### src/rtl/poker_pkg.sv
`default_nettype none
// ============================================================================
// Module      : poker_pkg
// Description : Shared constants, LFSR taps, card helpers and dealer state
//               encoding for the video-poker card dealer.
// Revision    : 1.0 - initial release
// ============================================================================
package poker_pkg;

  // Card code is {suit[1:0], rank[3:0]}
  localparam int CARD_W    = 6;
  localparam int NUM_SLOTS = 5;
  localparam int RANK_MIN  = 1;
  localparam int RANK_MAX  = 13;

  // 16-bit Fibonacci LFSR, shifting left, feedback from these bit positions
  localparam int          LFSR_W     = 16;
  localparam logic [15:0] LFSR_SEED  = 16'hACE1;
  localparam int          LFSR_TAP_A = 15;
  localparam int          LFSR_TAP_B = 13;
  localparam int          LFSR_TAP_C = 12;
  localparam int          LFSR_TAP_D = 10;

  // Dealer controller states
  typedef enum logic [1:0] {
    ST_IDLE  = 2'd0,
    ST_CLEAR = 2'd1,
    ST_SCAN  = 2'd2,
    ST_DONE  = 2'd3
  } dealer_state_t;

  // Operation latched when a request is accepted
  typedef enum logic [1:0] {
    OP_DEAL = 2'd0,
    OP_DRAW = 2'd1,
    OP_DUP  = 2'd2
  } dealer_op_t;

  // True when a rank nibble names a real card (ace..king)
  function automatic logic rank_ok(input logic [3:0] rank);
    return (rank >= 4'(RANK_MIN)) && (rank <= 4'(RANK_MAX));
  endfunction

endpackage
`default_nettype wire

### src/rtl/card_lfsr.sv
`default_nettype none
// ============================================================================
// Module      : card_lfsr
// Description : Free-running 16-bit Fibonacci LFSR used as the shuffle source.
//               Advances every cycle; a load replaces the state with the seed
//               (an all-zero seed is substituted, since zero would lock up).
// Revision    : 1.0 - initial release
// ============================================================================
module card_lfsr
  import poker_pkg::*;
(
  input  logic              clock,
  input  logic              reset_c,
  input  logic              ld,
  input  logic [LFSR_W-1:0] seed,
  output logic [LFSR_W-1:0] q
);

  logic [LFSR_W-1:0] r_q;
  logic              w_fb;
  logic [LFSR_W-1:0] w_seed_safe;

  assign w_fb        = r_q[LFSR_TAP_A] ^ r_q[LFSR_TAP_B] ^ r_q[LFSR_TAP_C] ^ r_q[LFSR_TAP_D];
  assign w_seed_safe = (seed == '0) ? LFSR_SEED : seed;
  assign q           = r_q;

  // Shift register: reset to the default seed, load on request, else advance
  always_ff @(posedge clock) begin
    if (!reset_c) begin
      r_q <= LFSR_SEED;
    end else if (ld) begin
      r_q <= w_seed_safe;
    end else begin
      r_q <= {r_q[LFSR_W-2:0], w_fb};
    end
  end

endmodule
`default_nettype wire

### src/rtl/card_dealer.sv
`default_nettype none
// ============================================================================
// Module      : card_dealer
// Description : Deals a 5-card poker hand, redraws non-held cards and deals a
//               single double-up card. Candidates come from the low six LFSR
//               bits; a 64-bit used mask guarantees no card repeats within a
//               hand (discards stay marked until the next fresh deck).
// Revision    : 1.0 - initial release
// ============================================================================
module card_dealer
  import poker_pkg::*;
(
  input  logic              clock,
  input  logic              reset_c,
  input  logic              deal_req,
  input  logic              draw_req,
  input  logic              dup_req,
  input  logic [4:0]        hold,
  input  logic              seed_ld,
  input  logic [15:0]       seed,
  output logic [CARD_W-1:0] card0,
  output logic [CARD_W-1:0] card1,
  output logic [CARD_W-1:0] card2,
  output logic [CARD_W-1:0] card3,
  output logic [CARD_W-1:0] card4,
  output logic [CARD_W-1:0] dup_card,
  output logic              busy,
  output logic              done
);

  // --------------------------------------------------------------------------
  // Declarations
  // --------------------------------------------------------------------------
  dealer_state_t      r_state;
  dealer_state_t      w_state_nxt;
  dealer_op_t         r_op;
  logic [2:0]         r_slot;
  logic [4:0]         r_hold;
  logic [63:0]        r_used;
  logic [CARD_W-1:0]  r_card [NUM_SLOTS];
  logic [CARD_W-1:0]  r_dup;

  logic [LFSR_W-1:0]  w_lfsr;
  logic               w_lfsr_unused;
  logic               w_seed_ld;
  logic [CARD_W-1:0]  w_cand;
  logic               w_cand_ok;
  logic               w_skip;
  logic               w_commit;
  logic               w_advance;
  logic               w_last;

  // --------------------------------------------------------------------------
  // Random source; seeding is only honoured while idle
  // --------------------------------------------------------------------------
  assign w_seed_ld = seed_ld && (r_state == ST_IDLE);

  card_lfsr u_lfsr (
    .clock   (clock),
    .reset_c (reset_c),
    .ld      (w_seed_ld),
    .seed    (seed),
    .q       (w_lfsr)
  );

  // Only the low six bits form a card; the rest only feed the LFSR itself
  assign w_lfsr_unused = ^w_lfsr[LFSR_W-1:CARD_W];

  // --------------------------------------------------------------------------
  // Slot resolution in SCAN
  // --------------------------------------------------------------------------
  assign w_cand    = w_lfsr[CARD_W-1:0];
  assign w_cand_ok = rank_ok(w_cand[3:0]) && !r_used[w_cand];
  // Held slots are skipped only when redrawing
  assign w_skip    = (r_op == OP_DRAW) && r_hold[r_slot];
  assign w_commit  = (r_state == ST_SCAN) && !w_skip && w_cand_ok;
  assign w_advance = (r_state == ST_SCAN) && (w_skip || w_cand_ok);
  // Double-up needs one card; hands finish once the final slot resolves
  assign w_last    = (r_op == OP_DUP) || (r_slot == 3'(NUM_SLOTS - 1));

  // --------------------------------------------------------------------------
  // Controller state register
  // --------------------------------------------------------------------------
  // State register with synchronous active-low reset
  always_ff @(posedge clock) begin
    if (!reset_c) begin
      r_state <= ST_IDLE;
    end else begin
      r_state <= w_state_nxt;
    end
  end

  // Next-state and status outputs; requests only count while idle
  always_comb begin
    w_state_nxt = r_state;
    busy        = 1'b1;
    done        = 1'b0;
    case (r_state)
      ST_IDLE: begin
        busy = 1'b0;
        if (deal_req) begin
          w_state_nxt = ST_CLEAR;
        end else if (draw_req) begin
          w_state_nxt = ST_SCAN;
        end else if (dup_req) begin
          w_state_nxt = ST_CLEAR;
        end
      end
      ST_CLEAR: begin
        w_state_nxt = ST_SCAN;
      end
      ST_SCAN: begin
        if (w_advance && w_last) begin
          w_state_nxt = ST_DONE;
        end
      end
      ST_DONE: begin
        done        = 1'b1;
        w_state_nxt = ST_IDLE;
      end
      default: begin
        w_state_nxt = ST_IDLE;
      end
    endcase
  end

  // --------------------------------------------------------------------------
  // Datapath: operation latch, slot pointer, used mask and card registers
  // --------------------------------------------------------------------------
  // Latch the accepted operation and hold mask, walk slots, commit cards
  always_ff @(posedge clock) begin
    if (!reset_c) begin
      r_op   <= OP_DEAL;
      r_slot <= 3'd0;
      r_hold <= 5'd0;
      r_used <= 64'd0;
      r_dup  <= '0;
      for (int i = 0; i < NUM_SLOTS; i++) begin
        r_card[i] <= '0;
      end
    end else begin
      case (r_state)
        ST_IDLE: begin
          r_slot <= 3'd0;
          if (deal_req) begin
            r_op <= OP_DEAL;
          end else if (draw_req) begin
            // A redraw keeps the used mask so discards never come back
            r_op   <= OP_DRAW;
            r_hold <= hold;
          end else if (dup_req) begin
            r_op <= OP_DUP;
          end
        end
        ST_CLEAR: begin
          // Fresh deck for deal and double-up
          r_used <= 64'd0;
          r_slot <= 3'd0;
        end
        ST_SCAN: begin
          if (w_advance) begin
            r_slot <= r_slot + 3'd1;
          end
          if (w_commit) begin
            r_used[w_cand] <= 1'b1;
            if (r_op == OP_DUP) begin
              r_dup <= w_cand;
            end
          end
          for (int i = 0; i < NUM_SLOTS; i++) begin
            if (w_commit && (r_op != OP_DUP) && (r_slot == 3'(i))) begin
              r_card[i] <= w_cand;
            end
          end
        end
        default: begin
          r_slot <= r_slot;
        end
      endcase
    end
  end

  assign card0    = r_card[0];
  assign card1    = r_card[1];
  assign card2    = r_card[2];
  assign card3    = r_card[3];
  assign card4    = r_card[4];
  assign dup_card = r_dup;

endmodule
`default_nettype wire
### config.mk
export PLATFORM = sky130hd
export DESIGN_NAME = card_dealer
export DESIGN_NICKNAME = d
export VERILOG_FILES = /design/src/rtl/poker_pkg.sv /design/src/rtl/card_lfsr.sv /design/src/rtl/card_dealer.sv
export SDC_FILE = /design/constraint.sdc
export NUM_CORES = 1
export LEC_CHECK = 0
export CORE_MARGIN = 8
export CORE_UTILIZATION = 25
export CTS_CLUSTER_SIZE = 40
export DETAILED_ROUTE_END_ITERATION = 6
export PLACE_DENSITY_LB_ADDON = 0.05
export SLEW_MARGIN = 40
export SYNTH_ARGS = -nofsm -noshare
export SYNTH_HDL_FRONTEND = slang
export SYNTH_SLANG_ARGS = --single-unit
### constraint.sdc
create_clock -name clock -period 2.8 [get_ports clock]
set_input_delay 0.56 -clock clock [delete_from_list [all_inputs] [get_ports clock]]
set_output_delay 0.56 -clock clock [all_outputs]
set_load 0.02 [all_outputs]
==> metrics.txt, run 1 <==
CTS H-tree lvls=4; Core ar.=21000 µm²; All-Layer GR Usage=around an eighth; Nets=a little under 700; pre-CTS setup slack=-0.0239 ns; Final ANT Viol Nets=0; Setup crit start kind=flop; die area=~26000 µm²; Placer Congestion=~0.76; # hold bufs at CTS=0; worst slew pin tran=between 0.5 and 0.6 ns; vias in the first global route=4409; register area share after synthesis=between 50% and 60%; Leak=around 2.6 nW; WHS=roughly 0.44 ns; PD cells=~850 nW/µm²; DR pass1 iterations=4; Max Fclk=roughly 380 MHz; clock buffer count from CTS=17; Synth async-reset ratio=0%; initial core utilization=about a quarter; period utilization=between 90% and 100%; critical path fanouts, max=11; Buffers on Ports=64; drt via density=4.62; Max-Slew Margin vs Limit=64.3%; Power Total=around 6 mW; kind of end point of the critical path=flop; max-capacitance violation count=0; FILL cells=about 2.1k; CP Data Required Time=between 2 and 3 ns; Crit path largest cell delay=between 0.4 and 0.5 ns; Rows=53; clk root buf=clkbuf_16; Multi-input gate area=about 2300 µm²; min-delay worst type=flop to flop; Hold Violations, Final=0; CP Class=flop to flop; Hold Path Stages=2; CP cell instances=mux2_1 -> o311a_1 -> and3_1 -> or3_1 -> nand2b_2 -> o21ai_0 -> buf_4; largest net degree at the start of global routing=33; final setup vio count=0; drt total wl=about 16 mm; Area Overhead vs Synth=35.0%; Synth cell types=between 40 and 50; Synthesis Warnings=0; RSZ-0062 raised after global routing=no; worst skew pair latency=about 0.42 ns; first-pass GRT wire length=~26 mm; Reg clk slew, reported paths=~0.060 ns; placed cell area=about 6600 µm²; post-synthesis cell area=between 5000 and 6000 µm²; R2R cell count=7; Yosys reg bits=128; PnR worst setup slack=about 0.18 ns; syn avg cell area=a little under 10 µm²; Post-synth EDFFs=30; Remaining DRCs=0; HPWL after DPL=~12 mm; Synth Net Count=about 600; worst clock skew=0.00783 ns; Critical-path top delay cell=dfxtp_1; CTS tree=built; Diodes inserted=0; layout cell share with drive strength beyond 1=approximately 14%; WL/cell=17.4 µm; post-CTS setup buffers=0; I/O pins=between 60 and 70; Reg area=2870 µm²; status=complete, no violations; initial DRC count=about 210; total global routing overflow=0; worst-case clock buffer depth=2; Synth Instances=~550; CTS Sinks=roughly 130; Worst EP arrival=around 2.8 ns; fin area=roughly 7200 µm²; Slew Viols, Final=0; minimum clock period=between 2 and 3 ns; Die Ht=about 160 µm; Die Wd=162 µm; DR vias=~4.3k; Worst VDD drop=0.413 mV; Synth Flop Type=dfxtp_1; initial antenna violation count=0
worst paths after layout:
| check | startpoint | end | slack, ns |
|---|---|---|---|
| setup / recovery | u_lfsr.q[1]$_SDFF_PN0_ | r_card[0][29]$_DFFE_PP_ | 0.18 |
| hold / removal | u_lfsr.q[8]$_SDFF_PN0_ | u_lfsr.q[9]$_SDFF_PN0_ | 0.44 |
| setup reg to reg | u_lfsr.q[1]$_SDFF_PN0_ | r_card[0][29]$_DFFE_PP_ | 0.18 |
| hold reg to reg | u_lfsr.q[8]$_SDFF_PN0_ | u_lfsr.q[9]$_SDFF_PN0_ | 0.44 |
worst max-delay path: cells and delay by family, from the launching register on:
kind / cells / cell delay [ns]
compound gates: 2 / 0.49
buf+inv: 1 / 0.18
flops: 1 / 0.48
mux: 1 / 0.36
simple gates: 3 / 0.84
cell usage in the layout (no fill, tap or decap), types with 6 or more instances in the layout:
| cell | instances |
|---|---|
| clkbuf_16 | 17 |
| a21oi_1 | 19 |
| nand3_1 | 28 |
| mux4_2 | 6 |
| o21ai_1 | 57 |
| o21ai_0 | 10 |
| o22ai_1 | 9 |
| and2_1 | 13 |
| nand4_1 | 15 |
| inv_6 | 6 |
| o31a_1 | 8 |
| dfxtp_1 | 96 |
| nor2_1 | 21 |
| nor4_1 | 8 |
| edfxtp_1 | 30 |
| buf_4 | 46 |
| inv_1 | 10 |
| clkdlybuf4s50_1 | 64 |
| ha_1 | 9 |
| a22oi_1 | 6 |
| mux2i_1 | 33 |
| nand2_1 | 95 |
| nor2b_1 | 8 |
sequential cells by signal (all words and copies together), names as in the netlist:
name / flops
dup_card: 6
r_card: 30
r_hold: 5
r_op: 2
r_slot: 3
r_state: 2
r_used: 64
u_lfsr.q: 16
synthesized netlist by cell type (all sizes together), types with 10 or more instances:
library cell,n,share of area (%)
edfxtp,30,17
nand4,16,2.0
dfxtp,98,37
nand2,95,6.7
inv,10,0.70
and2,13,1.5
clkbuf,22,1.5
buf,14,1.3
mux2i,33,6.2
o21ai,67,6.3
nor2,22,1.5
a21oi,19,1.8
o22ai,10,1.3
nand3,28,2.6
cell type report:
cell class | count | area share (%)
Tap cell | 275 | 4.76
Timing Repair Buffer | 113 | 14.5
Sequential cell | 128 | 39.6
Inverter | 11 | 0.571
Clock inverter | 15 | 2.68
Multi-Input combinational cell | 379 | 32.0
Clock buffer | 17 | 5.88
stage by stage:
| stage | cells | utilization [%] | TNS (ns) |
|---|---|---|---|
| after global placement | 906 | 31.4 | 0 |
| after CTS | 938 | 34.4 | 0 |
| after global routing | 938 | 34.4 | 0 |
| after detailed placement | 906 | 31.4 | -0.142 |
| after floorplan | 554 | - | 0 |
| final | 938 | 34.4 | 0 |
where the power goes:
group / total, mW / switching (mW) / internal, mW
Combinational: 1.70 / 1.01 / 0.690
Sequential: 2.14 / 0.122 / 2.02
Clock: 2.34 / 0.910 / 1.43
Total: 6.18 / 2.04 / 4.14
metal layers:
| layer | share of wire (%) | track usage (%) | vias up |
|---|---|---|---|
| met5 | 0 | 0 | - |
| met4 | 1.7 | 4.88 | 0 |
| met3 | 4.6 | 3.39 | 22 |
| met2 | 48 | 21.0 | 85 |
| met1 | 45 | 15.9 | 2038 |
| li1 | - | - | 2187 |
cell families after synthesis:
| kind of cell | synth area share (%) |
|---|---|
| AOI/OAI and AO/OA | 13.1 |
| DFF | 53.4 |
| adders and majority gates | 2.10 |
| buffers and inverters | 3.57 |
| and+or+nand+nor | 18.4 |
| muxes | 8.90 |
| xor gates and xnor gates | 0.491 |
timing repair:
item | CTS | global route
gates resized for setup | 1 | 3
hold endpoints to repair | 0 | 0
setup endpoints to repair | 30 | 60
Note: power is estimated with default switching activity, not from simulation.
==> run 2: changes to the inputs <==
SLEW_MARGIN = default   (was 40)
==> results of run 2 <==
Final layout, timing and power as in run 1 (identical DEF).
==> run 3: changes to the inputs <==
SETUP_SLACK_MARGIN = 0.05   (was default)
==> run 3 against run 2 <==
Critical path depth shrank 1. Clock-buffer cell count is the same. Power shrank 2.0%. Hold slack gained 0.0052 ns. Setup slack gained 0.041 ns. Design area shrank 0.87%. Clock power shrank 5%. Sequential share of layout area grew 0.35 points. Non-clock buffer count shrank 2. Register-to-register slack gained 0.04 ns. Via count grew 1.9%. First-iteration DRC count shrank 11%.
==> metrics.txt, run 3 (synthesized netlist as in run 1, its figures left out) <==
status=complete, no violations; power share of the clock group=between 30 and 40%; drt total wl=between 15 and 20 mm; largest net degree at the start of global routing=28; period utilization=between 90% and 100%; Buffers on Ports=64; initial DRC count=185; initial antenna violation count=0; post-CTS setup buffers=0; vias in the first global route=4503; setup TNS=0 ns; Hold Violations, Final=0; RSZ-0062 raised after global routing=no; HPWL after DPL=around 12 mm; clk root buf=clkbuf_16; largest register by flop count=r_used; Post-Route M1 WL=7.26 mm; Die Ht=~160 µm; DR vias=between 4k and 5k; Leak=2.55 nW; CTS Sinks=about 130; sw power=2.10 mW; Worst VDD drop=0.413 mV; drt via density=between 4 and 5; CTS H-tree lvls=4; clock buffer count from CTS=17; final setup vio count=0; PnR worst setup slack=0.218 ns; Nets=approximately 680; combinational share of power=about 28%; Rows=53; FILL cells=2188; metal2 WL=roughly 8.6 mm; Die Wd=162 µm; worst-case clock buffer depth=2; I/O pins=65; # hold bufs at CTS=0; CTS resizes=2; Max-Slew Margin vs Limit=62.2%; critical path fanouts, max=10; All-Layer GR Usage=12.9%; Core ar.=around 21000 µm²; Finished Layout Cells=about 940; max-capacitance violation count=0; met3 WL=~880 µm; Setup crit start kind=flop; CTS tree=built; initial core utilization=25.5%; die area=~26000 µm²; CP Data Required Time=about 3.2 ns; most common cell after layout, fill and taps aside=dfxtp_1; worst slew pin tran=around 0.57 ns; min-delay worst type=flop to flop; most frequent cells in the layout=96 x dfxtp_1, 95 x nand2_1, 64 x clkdlybuf4s50_1; Worst EP arrival=roughly 2.9 ns; WHS=about 0.44 ns; total global routing overflow=0; CP Class=flop to flop; Final ANT Viol Nets=0; max FFs per register=64; Remaining DRCs=0; sequential share of power=a little over a third; kind of end point of the critical path=flop; pre-CTS setup slack=-0.0164 ns; worst skew pair latency=0.42 ns; minimum clock period=about 2.6 ns; DR pass1 iterations=4; Placer Congestion=0.756; dpl cells=~900; Area Overhead vs Synth=33.8%; WL/cell=18.0 µm; Diodes inserted=0; Slew Viols, Final=0; first-pass GRT wire length=26.1 mm; final core utilization=about a third; Max Fclk=slightly below 400 MHz; worst clock skew=~0.011 ns; PD cells=about 840 nW/µm²; internal power=between 3 and 4 mW; sw frac=between 30% and 40%; top layer in use=met4; layout cell share with drive strength beyond 1=14.5%; Reg clk slew, reported paths=~0.070 ns
-- run 3: changes by cell type in the layout (fill, tap and decap cells not counted), sizes merged --
cell / previous run / this run
inv: 18 / 19
clkinvlp: 3 / 4
buf: 49 / 47
bufinv: 3 / 1
-- run 3: power by group through the flow --
stage / clock network, mW / registers [mW] / logic, mW
6_report: 2.22 / 2.15 / 1.68
5_1_grt: 2.36 / 2.17 / 1.86
4_1_cts: 2.29 / 2.15 / 1.70
3_5_place_dp: 0 / 2.19 / 1.69
3_3_place_gp: 0 / 2.19 / 1.69
2_1_floorplan: 0 / 2.13 / 1.05
-- run 3: layer usage --
layer	vias to the layer above	global-route usage (%)
met5	-	0
met3	7	3.49
met1	2141	15.5
met4	0	3.45
met2	91	22.4
li1	2175	-
-- run 3: worst paths after layout --
kind | startpoint | endpoint | slack, ns | depth (start not counted)
hold reg to reg | u_lfsr.q[7]$_SDFF_PN1_ | u_lfsr.q[8]$_SDFF_PN0_ | 0.44 | 2
setup / recovery | u_lfsr.q[0]$_SDFF_PN1_ | r_used[18]$_SDFFE_PN0P_ | 0.22 | 6
hold / removal | u_lfsr.q[7]$_SDFF_PN1_ | u_lfsr.q[8]$_SDFF_PN0_ | 0.44 | 2
setup reg to reg | u_lfsr.q[0]$_SDFF_PN1_ | r_used[18]$_SDFFE_PN0P_ | 0.22 | 6
-- run 3: metrics by stage --
step                power, mW  area (µm²)
CTS                      6.14        7160
global route             6.39        7170
global placement         3.87        6560
detailed placement       3.88        6560
floorplan                3.18        5360
finish                   6.05        7170
-- run 3: layout make-up --
class / count / area (µm²) / share of cell area, %
flip-flops and latches: 128 / 2870 / 40.0
multi-input cells: 379 / 2320 / 32.3
repair buffers: 111 / 1010 / 14.1
clock buffers: 17 / 425 / 5.94
well taps: 275 / 344 / 4.80
clock inverters: 15 / 165 / 2.30
inverters: 11 / 41.3 / 0.576
-- run 3: critical path, stage by stage (launching register included) --
cell	delay, ns
dfxtp_2	0.42
mux4_2	0.53
mux4_2	0.47
nand2_1	0.10
nand4_2	0.25
o31a_2	0.55
o21ai_1	0.17
